===== src/rtl/usb_tx_pkg.sv =====
// Shared packet-type encoding and payload widths for the USB transmit path
// (scheduler, bit-stream encoder and protocol FSM).
package usb_tx_pkg;

  localparam int DATA_W   = 88;
  localparam int TOKEN_W  = 24;
  localparam int HSHAKE_W = 8;

  // The encoder decodes 2'b00 as data, so "nothing to send" must be 2'b11.
  typedef enum logic [1:0] {
    PKT_DATA   = 2'b00,
    PKT_TOKEN  = 2'b01,
    PKT_HSHAKE = 2'b10,
    PKT_NONE   = 2'b11
  } pkt_t;

  // Bit positions of the one-hot grant vector.
  localparam int GNT_DAT = 0;
  localparam int GNT_TOK = 1;
  localparam int GNT_HS  = 2;

  function automatic pkt_t gnt_to_pkt(input logic [2:0] gnt);
    if (gnt[GNT_HS])       return PKT_HSHAKE;
    else if (gnt[GNT_TOK]) return PKT_TOKEN;
    else if (gnt[GNT_DAT]) return PKT_DATA;
    else                   return PKT_NONE;
  endfunction

endpackage


===== src/rtl/usb_tx_scheduler_if.sv =====
// Scheduler-to-encoder bus: packet type, registered payloads and the
// encoder's accept/free status.
// Handshake: a packet is offered while pkt_type != PKT_NONE and is taken on
// the cycle pkt_received is high; free_inbound means the encoder can start
// a new packet.
interface usb_tx_enc_if;
  import usb_tx_pkg::*;

  pkt_t                pkt_type;
  logic [HSHAKE_W-1:0] hshake;
  logic [TOKEN_W-1:0]  token;
  logic [DATA_W-1:0]   data;
  logic                pkt_received;
  logic                free_inbound;

  modport master (
    output pkt_type, hshake, token, data,
    input  pkt_received, free_inbound
  );

  modport slave (
    input  pkt_type, hshake, token, data,
    output pkt_received, free_inbound
  );

endinterface


===== src/rtl/usb_tx_scheduler_rr_arbiter.sv =====
// Combinational requester pick: handshake first, then token/data alternating
// according to which of the two was served last.
module tx_rr_arbiter
  import usb_tx_pkg::*;
(
  input  logic       hs_req,
  input  logic       tok_req,
  input  logic       dat_req,
  input  logic       last,     // 1: data was served last, 0: token was
  output logic [2:0] gnt
);

  always_comb begin
    gnt = 3'b000;
    if (hs_req) begin
      gnt[GNT_HS] = 1'b1;
    end else if (tok_req && dat_req) begin
      if (last) gnt[GNT_TOK] = 1'b1;
      else      gnt[GNT_DAT] = 1'b1;
    end else if (tok_req) begin
      gnt[GNT_TOK] = 1'b1;
    end else if (dat_req) begin
      gnt[GNT_DAT] = 1'b1;
    end
  end

endmodule


===== src/rtl/usb_tx_scheduler.sv =====
// Transmit packet scheduler: arbitrates handshake/token/data requesters onto
// the encoder bus with an inter-packet gap and a stalled-encoder watchdog.
module usb_tx_scheduler
  import usb_tx_pkg::*;
#(
  parameter int GAP_CYCLES = 2,
  parameter int TIMEOUT    = 255
) (
  input  logic                clk,
  input  logic                rst_n,
  input  logic                hs_req,
  input  logic [HSHAKE_W-1:0] hs_pid,
  output logic                hs_ack,
  input  logic                tok_req,
  input  logic [TOKEN_W-1:0]  tok_bits,
  output logic                tok_ack,
  input  logic                dat_req,
  input  logic [DATA_W-1:0]   dat_bits,
  output logic                dat_ack,
  usb_tx_enc_if.master        enc,
  output logic                busy,
  output logic                timeout_err,
  output logic [1:0]          state_dbg
);

  localparam logic [1:0] ST_IDLE  = 2'd0;
  localparam logic [1:0] ST_ISSUE = 2'd1;
  localparam logic [1:0] ST_BUSY  = 2'd2;
  localparam logic [1:0] ST_GAP   = 2'd3;

  localparam int GAP_W = $clog2(GAP_CYCLES + 1);
  localparam int WD_W  = $clog2(TIMEOUT + 1);

  localparam logic LAST_TOK = 1'b0;
  localparam logic LAST_DAT = 1'b1;

  logic [1:0]          state_q;
  logic                last_q;
  logic [2:0]          gnt_q;
  pkt_t                pkt_type_q;
  logic [HSHAKE_W-1:0] hshake_q;
  logic [TOKEN_W-1:0]  token_q;
  logic [DATA_W-1:0]   data_q;
  logic [GAP_W-1:0]    gap_q;
  logic [WD_W-1:0]     wd_q;
  logic [WD_W-1:0]     wd_inc;
  logic                wd_expire;
  logic [2:0]          gnt;

  tx_rr_arbiter u_arb (
    .hs_req  (hs_req),
    .tok_req (tok_req),
    .dat_req (dat_req),
    .last    (last_q),
    .gnt     (gnt)
  );

  assign wd_inc    = wd_q + WD_W'(1);
  assign wd_expire = (wd_inc == WD_W'(TIMEOUT));

  always_ff @(posedge clk or negedge rst_n) begin
    if (!rst_n) begin
      state_q     <= ST_IDLE;
      last_q      <= LAST_DAT;
      gnt_q       <= 3'b000;
      pkt_type_q  <= PKT_NONE;
      hshake_q    <= '0;
      token_q     <= '0;
      data_q      <= '0;
      gap_q       <= '0;
      wd_q        <= '0;
      hs_ack      <= 1'b0;
      tok_ack     <= 1'b0;
      dat_ack     <= 1'b0;
      timeout_err <= 1'b0;
    end else begin
      hs_ack      <= 1'b0;
      tok_ack     <= 1'b0;
      dat_ack     <= 1'b0;
      timeout_err <= 1'b0;
      case (state_q)
        ST_IDLE: begin
          if (enc.free_inbound && (gnt != 3'b000)) begin
            if (gnt[GNT_HS])  hshake_q <= hs_pid;
            if (gnt[GNT_TOK]) token_q  <= tok_bits;
            if (gnt[GNT_DAT]) data_q   <= dat_bits;
            pkt_type_q <= gnt_to_pkt(gnt);
            gnt_q      <= gnt;
            wd_q       <= '0;
            state_q    <= ST_ISSUE;
          end
        end
        ST_ISSUE: begin
          // Accept is checked first so it beats a same-cycle watchdog expiry.
          if (enc.pkt_received) begin
            pkt_type_q <= PKT_NONE;
            hs_ack     <= gnt_q[GNT_HS];
            tok_ack    <= gnt_q[GNT_TOK];
            dat_ack    <= gnt_q[GNT_DAT];
            if (gnt_q[GNT_TOK])      last_q <= LAST_TOK;
            else if (gnt_q[GNT_DAT]) last_q <= LAST_DAT;
            wd_q       <= '0;
            state_q    <= ST_BUSY;
          end else if (wd_expire) begin
            timeout_err <= 1'b1;
            pkt_type_q  <= PKT_NONE;
            wd_q        <= '0;
            state_q     <= ST_IDLE;
          end else begin
            wd_q <= wd_inc;
          end
        end
        ST_BUSY: begin
          // wd_q is zero only on the first BUSY cycle, when free_inbound may
          // still reflect the packet that was just handed over.
          if ((wd_q != '0) && enc.free_inbound) begin
            gap_q   <= GAP_W'(GAP_CYCLES);
            wd_q    <= '0;
            state_q <= ST_GAP;
          end else if (wd_expire) begin
            timeout_err <= 1'b1;
            gap_q       <= GAP_W'(GAP_CYCLES);
            wd_q        <= '0;
            state_q     <= ST_GAP;
          end else begin
            wd_q <= wd_inc;
          end
        end
        default: begin
          if (gap_q <= GAP_W'(1)) begin
            gap_q   <= '0;
            state_q <= ST_IDLE;
          end else begin
            gap_q <= gap_q - GAP_W'(1);
          end
        end
      endcase
    end
  end

  assign enc.pkt_type = pkt_type_q;
  assign enc.hshake   = hshake_q;
  assign enc.token    = token_q;
  assign enc.data     = data_q;
  assign busy         = (state_q != ST_IDLE);
  assign state_dbg    = state_q;

  // The granted requester must keep its request up until it is acknowledged.
  req_held_until_ack: assert property (@(posedge clk) disable iff (!rst_n)
    (state_q == ST_ISSUE) |-> ((gnt_q & {hs_req, tok_req, dat_req}) != 3'b000));

endmodule

===== src/flat_wrapper.sv =====
// flat-port wrapper written by rule: the top's interface ports become plain ports
module usb_tx_scheduler_flat import usb_tx_pkg::*;
#(
  parameter int GAP_CYCLES = 2,
  parameter int TIMEOUT    = 255
)
  (clk, rst_n, hs_req, hs_pid, hs_ack, tok_req, tok_bits, tok_ack, dat_req, dat_bits, dat_ack, busy, timeout_err, state_dbg, enc_pkt_type, enc_hshake, enc_token, enc_data, enc_pkt_received, enc_free_inbound);
  usb_tx_enc_if enc_i ();
  input  logic clk;
  input  logic rst_n;
  input  logic hs_req;
  input  logic [HSHAKE_W-1:0] hs_pid;
  output logic hs_ack;
  input  logic tok_req;
  input  logic [TOKEN_W-1:0] tok_bits;
  output logic tok_ack;
  input  logic dat_req;
  input  logic [DATA_W-1:0] dat_bits;
  output logic dat_ack;
  output logic busy;
  output logic timeout_err;
  output logic [1:0] state_dbg;
  output wire logic [$bits(enc_i.pkt_type)-1:0] enc_pkt_type;
  output wire logic [$bits(enc_i.hshake)-1:0] enc_hshake;
  output wire logic [$bits(enc_i.token)-1:0] enc_token;
  output wire logic [$bits(enc_i.data)-1:0] enc_data;
  input wire logic [$bits(enc_i.pkt_received)-1:0] enc_pkt_received;
  input wire logic [$bits(enc_i.free_inbound)-1:0] enc_free_inbound;
  assign enc_pkt_type = enc_i.pkt_type;
  assign enc_hshake = enc_i.hshake;
  assign enc_token = enc_i.token;
  assign enc_data = enc_i.data;
  assign enc_i.pkt_received = enc_pkt_received;
  assign enc_i.free_inbound = enc_free_inbound;
  usb_tx_scheduler #(.GAP_CYCLES(GAP_CYCLES), .TIMEOUT(TIMEOUT)) u_core (.clk(clk), .rst_n(rst_n), .hs_req(hs_req), .hs_pid(hs_pid), .hs_ack(hs_ack), .tok_req(tok_req), .tok_bits(tok_bits), .tok_ack(tok_ack), .dat_req(dat_req), .dat_bits(dat_bits), .dat_ack(dat_ack), .enc(enc_i), .busy(busy), .timeout_err(timeout_err), .state_dbg(state_dbg));
endmodule

===== config.mk =====
export PLATFORM = sky130hd
export DESIGN_NAME = usb_tx_scheduler_flat
export DESIGN_NICKNAME = d
export VERILOG_FILES = /design/src/rtl/usb_tx_pkg.sv /design/src/rtl/usb_tx_scheduler_if.sv /design/src/rtl/usb_tx_scheduler_rr_arbiter.sv /design/src/rtl/usb_tx_scheduler.sv /design/src/flat_wrapper.sv
export SDC_FILE = /design/constraint.sdc
export NUM_CORES = 1
export LEC_CHECK = 0
export CAP_MARGIN = 5
export CORE_MARGIN = 8
export CORE_UTILIZATION = 42
export DETAILED_ROUTE_END_ITERATION = 16
export GPL_TIMING_DRIVEN = 0
export HOLD_SLACK_MARGIN = 0.05
export PLACE_DENSITY = 0.77
export SYNTH_ARGS = -nofsm -noshare
export SYNTH_HDL_FRONTEND = slang
export SYNTH_HIERARCHICAL = 1
export SYNTH_SLANG_ARGS = --single-unit

===== constraint.sdc =====
create_clock -name clk -period 2.9 [get_ports clk]
set_clock_uncertainty 0.15 [all_clocks]
set_input_delay 0.58 -clock clk [delete_from_list [all_inputs] [get_ports clk]]
set_output_delay 0.58 -clock clk [all_outputs]
set_load 0.01 [all_outputs]

After elaboration in Yosys (flattened, before gate mapping). Index checks and enable logic that the tools add are counted. W data, S select, Z words.

$add $sub $neg: 2. $lt $le $gt $ge: 1. Eq/ne operators: 6. Muxes and demuxes: 42. Bitwise gates (word level): 1. Reduce and logical (&&, ||, !) cells: 21.

Operators with widths (number): $mux W2 (16); $mux W8 (4); $pmux W8 S3 (1); $mux W1 (17); $reduce_and A3 Y1 (5); $add A8 B1 Y8 const B (1); $eq A8 B8 Y1 const B (1); $pmux W2 S2 (2); $reduce_bool A8 Y1 (1); $pmux W2 S3 (1); $reduce_and A2 Y1 (3); $reduce_bool A2 Y1 (3); $reduce_bool A3 Y1 (2); $reduce_and A4 Y1 (1); $reduce_bool A4 Y1 (1); $logic_and A1 B1 Y1 (3); $ne A3 B1 Y1 const B (1); $ne A3 B2 Y1 const B (1); $eq A2 B1 Y1 const B (1); $eq A2 B2 Y1 const B (1); $le A2 B1 Y1 const B (1); $logic_not A2 Y1 (1); $ne A2 B1 Y1 const B (1); $pmux W1 S2 (1); 3 further kinds (3).

Bits in registers: 142. Bits of input ports: 127. Output and inout port bits: 129. Logic and storage cells: 86.

Logic depth before layout (Yosys ltp). Gate-level depths: netlist of run 1.

Word-level depth: 9. Gate-level depth with buffers: 8. Mapped depth without buffers: 7.

Hierarchy. The synthesis of run 1 kept the hierarchy.

By module, submodules not included: usb_tx_scheduler (instances 1, cells each 388, area an instance 5671.7 um^2, sequential area each 3557.2 um^2); tx_rr_arbiter (instances 1, cells each 5, area an instance 37.5 um^2, sequential area each 0.0 um^2).

Worst setup path after synthesis of run 1. No wires, ideal clock.

Kind: reg2reg. Start point: reg u_core.wd_q[1]. End point: reg u_core.state_q[0] (netlist: u_core/state_dbg[0]). Library setup time: 122 ps. Arrival time: 2066 ps. Data required time: 2628 ps. Setup slack: 562 ps. Cell stages (with the launch flop): 7. Buffers on the path: 0. Clock period less this slack: 2338 ps. Cell sequence: dfrtp_1 ha_1 nand3_2 or3_1 a2111o_1 a221o_1 a32o_1.

Cells in the longest elaborated chain, start to end: 4. Elaborated cells between the ends (all ways): 9. Classes of those cells: add/sub (1); eq/ne (3); mux (2); reduce/logical (3).

Ends and longest elaborated chain: start: declaration (line usb_tx_scheduler.sv:45) `logic [WD_W-1:0] wd_q;`; start signal: assignment (line usb_tx_scheduler.sv:110) `wd_q <= wd_inc;`; start signal: assignment (line usb_tx_scheduler.sv:126) `wd_q <= wd_inc;`; $add A8 B1 Y8 or $reduce_bool A8 Y1 (tied branches) (line usb_tx_scheduler.sv:58, usb_tx_scheduler.sv:116); $eq A8 B8 Y1 or $logic_and A1 B1 Y1 (tied branches) (line usb_tx_scheduler.sv:59, usb_tx_scheduler.sv:116); $ne A3 B1 Y1 (no line) (tied with other cells); $reduce_and A4 Y1 (no line) or $pmux W2 S3 (tied branches); end signal: assignment (line usb_tx_scheduler.sv:63) `state_q <= ST_IDLE;`; end signal: assignment (line usb_tx_scheduler.sv:90) `state_q <= ST_ISSUE;`; end signal: assignment (line usb_tx_scheduler.sv:103) `state_q <= ST_BUSY;`; end: declaration (line usb_tx_scheduler.sv:37) `logic [1:0] state_q;`.

Parallel ways exist; a longest one is shown, timed or not. A chain may end at the register's enable or synchronous reset.

Worst setup path in the final report of run 1.
Start point: reg u_core.state_q[0] (netlist: u_core/state_dbg[0]). End point: out busy.

Cells in the longest elaborated chain, start to end: 1.

Ends and longest elaborated chain: $reduce_bool A2 Y1 (line usb_tx_scheduler.sv:145) `assign busy = (state_q != ST_IDLE);`; end: declaration (line flat_wrapper.sv:20) `output logic busy;`.

Every way passes these cells.

==> results of run 1 <==
worst max path at each step:
stage,depth (start not counted),start,endpoint
6_report,5,u_core/state_dbg[0],busy
5_1_grt,5,u_core/state_dbg[0],busy
4_1_cts,5,u_core/state_dbg[0],busy
3_5_place_dp,6,hs_req,u_core/enc.data[53]
3_3_place_gp,1,rst_n,u_core/enc.data[0]
2_1_floorplan,6,u_core/wd_q[1],u_core/state_dbg[0]
layer usage:
metal  wire length (um)  global-route usage  up-vias
met3               1640              0.0969       19
met1               5810               0.190     2153
li1                   -                   -     1949
met4                356              0.0789        0
met5                  0                   0        -
met2               8880               0.337      149
per-stage QoR:
stage | util | power [mW] | std cells
after global placement | 0.640 | 7.34 | 823
after detailed placement | 0.642 | 7.47 | 824
after floorplan | - | 5.01 | 393
after global routing | 0.685 | 10.0 | 854
final | 0.685 | 9.52 | 854
after CTS | 0.685 | 9.62 | 854
placed cells by master, fill, tap and decap left out, types with 5 or more instances in the layout:
master           Yosys  layout
clkbuf_16            0      17
clkdlybuf4s50_1      0     253
dfrtp_1            139     139
o21ai_0              9       9
nand2_1             16      16
nor2_1               9       9
ha_1                 7       7
clkbuf_1            13      15
nand3_1              8       7
inv_1               12      12
and3_1               7       7
mux2_2             120     120
a21oi_1              5       5
power by group through the flow:
stage | Combinational, mW | Sequential (mW) | Clock [mW]
6_report | 4.03 | 3.39 | 2.10
5_1_grt | 4.29 | 3.52 | 2.21
4_1_cts | 4.08 | 3.40 | 2.14
3_5_place_dp | 4.05 | 3.42 | 0
3_3_place_gp | 3.99 | 3.35 | 0
2_1_floorplan | 1.23 | 3.78 | 0
registers in the layout, indices dropped and copies added (netlist names):
name	cells
u_core/hs_ack	1
u_core/enc.token	24
u_core/state_dbg	2
u_core/timeout_err	1
u_core/enc.data	88
u_core/wd_q	8
u_core/enc.pkt_type	2
u_core/last_q	1
u_core/tok_ack	1
u_core/gap_q	2
u_core/gnt_q	3
u_core/enc.hshake	8
u_core/dat_ack	1
critical path, stage by stage (launching register included):
cell	delay (ns)
dfrtp_1	0.43
inv_1	0.09
ha_1	0.25
clkbuf_2	0.21
inv_1	0.10
clkdlybuf4s50_1	0.54
kinds of logic (layout without fill, tap and decap cells):
kind of cell | Yosys count | after routing | synth area share
compound gates | 36 | 36 | 0.0469
xor+xnor | 4 | 4 | 0.00614
fa+ha+maj | 7 | 7 | 0.0153
buf+inv | 31 | 316 | 0.0228
flops | 142 | 142 | 0.623
mux | 122 | 122 | 0.240
simple gates | 51 | 51 | 0.0456
final cells by class:
class	count	area [um2]
Timing Repair Buffer	255	2570
Clock buffer	24	482
Multi-Input combinational cell	220	2030
Inverter	12	45.0
Sequential cell	142	3560
Tap cell	176	220
Clock inverter	6	85.1
Buffer	19	87.6
Fill cell	963	4170
==> results.json, run 1 <==
{
  "synth_async_sr_flop_share": 1.00,
  "final_hold_viol_count": 0,
  "cp_data_arrival_time_ns": 2.02,
  "synth-seq-cells": 142,
  "num_io_pins": 256,
  "grt_max_degree": 76,
  "mappedNetlistArea_um2": 5710,
  "cp-start-kind": "flop",
  "track_usage": 0.193,
  "initial_core_util": 0.431,
  "cts_root_buf": "clkbuf_16",
  "yosysSeqAreaShare": 0.623,
  "rsz0062_at_grt": "no",
  "worstHoldPathType": "primary input to async pin",
  "dpl_worst_slack_ns": -0.434,
  "yosys_warnings": 6,
  "drt-initial-drc-count": 189,
  "tightestPinTransition_ns": 0.805,
  "rows": 42,
  "core_area_um2": 13200,
  "dieArea_um2": 17600,
  "clkSlewWorstSetupHoldPaths_ns": 0.06,
  "worst_setup_path_end_kind": "output port",
  "drv_slew": 0,
  "die_w_um": 133,
  "synth_common_cells": "dfrtp_1 (139), mux2_2 (120), nand2_1 (16), clkbuf_1 (13), inv_1 (12)",
  "cts_resized": 1,
  "grt_pass1_vias": 4921,
  "worstPathRequired_ns": 2.17,
  "yosysMostFrequentCell": "dfrtp_1",
  "drc": 0,
  "antenna_cells": 0,
  "r2r_slack_ns": 0.30,
  "fmax_mhz": 364,
  "period_share": 0.948,
  "path_class": "flop to output port",
  "port_buffers": 254,
  "dp_hpwl_mm": 12.9,
  "cts_buffers": 17,
  "place_congestion": 0.787,
  "h-tree-depth": 4,
  "power_density_nw_per_um2": 1050,
  "wl_per_cell_um": 19.5,
  "synth_edf_count": 0,
  "fin_hold_ws_ns": 0.0494,
  "switchingPower_mw": 2.86,
  "fin_area_um2": 9080,
  "cts.sinks": 142,
  "synth_top_area_frac": 0.609,
  "hold_buffers": 0,
  "drive_above_1_share": 0.242,
  "synth_flop_cell": "dfrtp_1",
  "synth_cell_types": 46,
  "syn_inst": 393,
  "place_area_um2": 8500,
  "power.leakage_nw": 3.91,
  "slew_headroom": 0.462,
  "routed_via_density": 5.00,
  "syn2layout_area_growth_pct": 59.0,
  "postCtsSetupBuffers": 0,
  "synth.avg_cell_area_um2": 14.5,
  "cap_violations": 0,
  "setup_slack_ns": 0.151,
  "synth_area_leaders": "dfrtp_1 (61%), mux2_2 (24%), ha_1 (1.5%)",
  "p_comb_frac": 0.423,
  "post-route-min-period_ns": 2.75,
  "r2r_end": "u_core/wd_q[6]",
  "synth_area_leader_cell": "dfrtp_1",
  "path_max_fanout": 10,
  "r2r_cells": 6,
  "ant_nets": 0,
  "antenna_found_initial": 0,
  "die_h_um": 133,
  "vias": 4270,
  "totalWireLength_mm": 16.7,
  "clk_latency_ns": 0.40,
  "grt_pass1_wl_mm": 26.7,
  "synth_nets": 527,
  "setup_violations": 0,
  "drt-pass1-iter-count": 4,
  "p_sw_frac": 0.300,
  "ir_drop_uv": 609,
  "nets": 801,
  "p_int_mw": 6.66,
  "tns_ns": 0,
  "pwr-share-clk": 0.221,
  "seqPwrFrac": 0.357,
  "status": "completed",
  "grt.overflow.total": 0,
  "r2r_start": "u_core/wd_q[1]",
  "cts_buffer_depth": 2,
  "cts_tree": "yes"
}
Note: power is estimated with default switching activity, not from simulation.
==> run 2: changes to the inputs <==
Settings changed: CORE_MARGIN 8 to not set.
==> results.json, run 2 (synthesis gave the netlist of run 1 again) <==
{
  "drc": 0,
  "initial_core_util": 0.431,
  "period_share": 0.943,
  "vias": 4235,
  "drt-pass1-iter-count": 4,
  "fillers": 959,
  "routed_via_density": 4.94,
  "cts_root_buf": "clkbuf_16",
  "h-tree-depth": 4,
  "dieArea_um2": 14100,
  "grt_pass1_vias": 4684,
  "worstPathRequired_ns": 2.17,
  "grt_max_degree": 79,
  "tns_ns": 0,
  "slew_headroom": 0.442,
  "track_usage": 0.227,
  "finalNonFillerCells": 858,
  "cap_violations": 0,
  "tightestPinTransition_ns": 0.835,
  "rsz0062_at_grt": "no",
  "drive_above_1_share": 0.250,
  "syn2layout_area_growth_pct": 60.5,
  "power_density_nw_per_um2": 1060,
  "place_congestion": 0.841,
  "power.leakage_nw": 3.96,
  "cts.sinks": 142,
  "rows": 42,
  "totalWireLength_mm": 15.1,
  "multiInputGateArea_um2": 2020,
  "die_h_um": 119,
  "grt.overflow.total": 0,
  "core_area_um2": 13200,
  "cp-start-kind": "flop",
  "die_w_um": 119,
  "mostFrequentLayoutCell": "clkdlybuf4s50_1",
  "port_buffers": 254,
  "worstHoldPathType": "flop to flop",
  "final_hold_viol_count": 0,
  "cts_buffers": 17,
  "wl_per_cell_um": 17.5,
  "ant_nets": 0,
  "grt_pass1_wl_mm": 24.3,
  "path_class": "flop to output port",
  "regArea_um2": 3560,
  "nets": 802,
  "dp_hpwl_mm": 11.3,
  "cts_buffer_depth": 2,
  "largest_reg_flops": 88,
  "drt-initial-drc-count": 165,
  "clk_latency_ns": 0.41,
  "fmax_mhz": 366,
  "num_io_pins": 256,
  "setup_violations": 0,
  "drv_slew": 0,
  "antenna_found_initial": 0,
  "clkSlewWorstSetupHoldPaths_ns": 0.06,
  "final_cell_mix": "clkdlybuf4s50_1 (253), dfrtp_1 (138), mux2_2 (120), clkbuf_16 (17), nand2_1 (16)",
  "ir_drop_uv": 604,
  "cts_tree": "yes",
  "total_power_mw": 9.75,
  "path_max_fanout": 10,
  "cp_data_arrival_time_ns": 2.00,
  "post-route-min-period_ns": 2.73,
  "fin_hold_ws_ns": 0.352,
  "dpl.cell_count": 824,
  "worst_setup_path_end_kind": "output port",
  "r2r_slack_ns": 0.26,
  "status": "completed"
}
-- run 2: cell count changes in the layout (fill, tap and decap cells not counted), sizes merged --
cell,previous run,this run
bufinv,2,5
dlygate4sd3,0,1
clkinv,2,7
buf,7,6
clkbuf,38,34
diode,0,1
clkinvlp,2,1
-- run 2: layout make-up --
cell class,count,share of cell area
Clock inverter,13,0.0210
Tap cell,176,0.0240
Inverter,12,0.00492
Multi-Input combinational cell,220,0.221
Timing Repair Buffer,256,0.282
Sequential cell,142,0.388
Clock buffer,19,0.0494
Buffer,19,0.00956
Antenna cell,1,0.000273
-- run 2: worst paths after layout --
kind / from / end / cells after the start
min in group asynchronous: rst_n / u_core/enc.token[15] / 2
hold / removal: u_core/enc.hshake[2] / u_core/enc.hshake[2] / 1
setup reg to reg: u_core/wd_q[1] / u_core/wd_q[6] / 6
setup / recovery: u_core/state_dbg[1] / busy / 5
max in group asynchronous: rst_n / u_core/enc.data[4] / 3
hold reg to reg: u_core/enc.hshake[2] / u_core/enc.hshake[2] / 1
-- run 2: timing repair --
action | 4_1_cts | 5_1_grt
hold endpoints to repair | 62 | 0
setup buffers | 0 | 0
gates resized for setup | 0 | 5
hold buffers | 1 | 0
endpoints found under the setup margin | 0 | 12
-- run 2: power breakdown --
group,internal [mW],switching [mW]
combinational,2.44,1.54
clock,1.56,0.794
sequential,2.91,0.509
total,6.90,2.85
-- run 2: routing by layer --
layer	wire, um	share of wire	global-route usage
met5	0	0	0
met4	303	0.020	0.0926
met3	1060	0.071	0.0801
met2	8330	0.55	0.414
met1	5360	0.36	0.234
-- run 2: stage by stage --
stage	setup slack [ns]	util	area, um2
floorplan	0.562	-	5710
global placement	-4.40	0.640	8470
detailed placement	-0.384	0.642	8500
CTS	0.00228	0.691	9160
global route	0.0366	0.692	9160
finish	0.166	0.692	9160
-- run 2: worst max-delay path, stage by stage (launching register included) --
cell and delay [ns]:
dfrtp_1 0.44, inv_1 0.09, ha_1 0.21, clkbuf_2 0.19
inv_1 0.12, clkdlybuf4s50_1 0.53
==> run 3: changes to the inputs <==
Settings changed: ABC_CLOCK_PERIOD_IN_PS set to 2900.
==> results of run 3 <==
Final layout, timing and power as in run 2 (identical DEF).
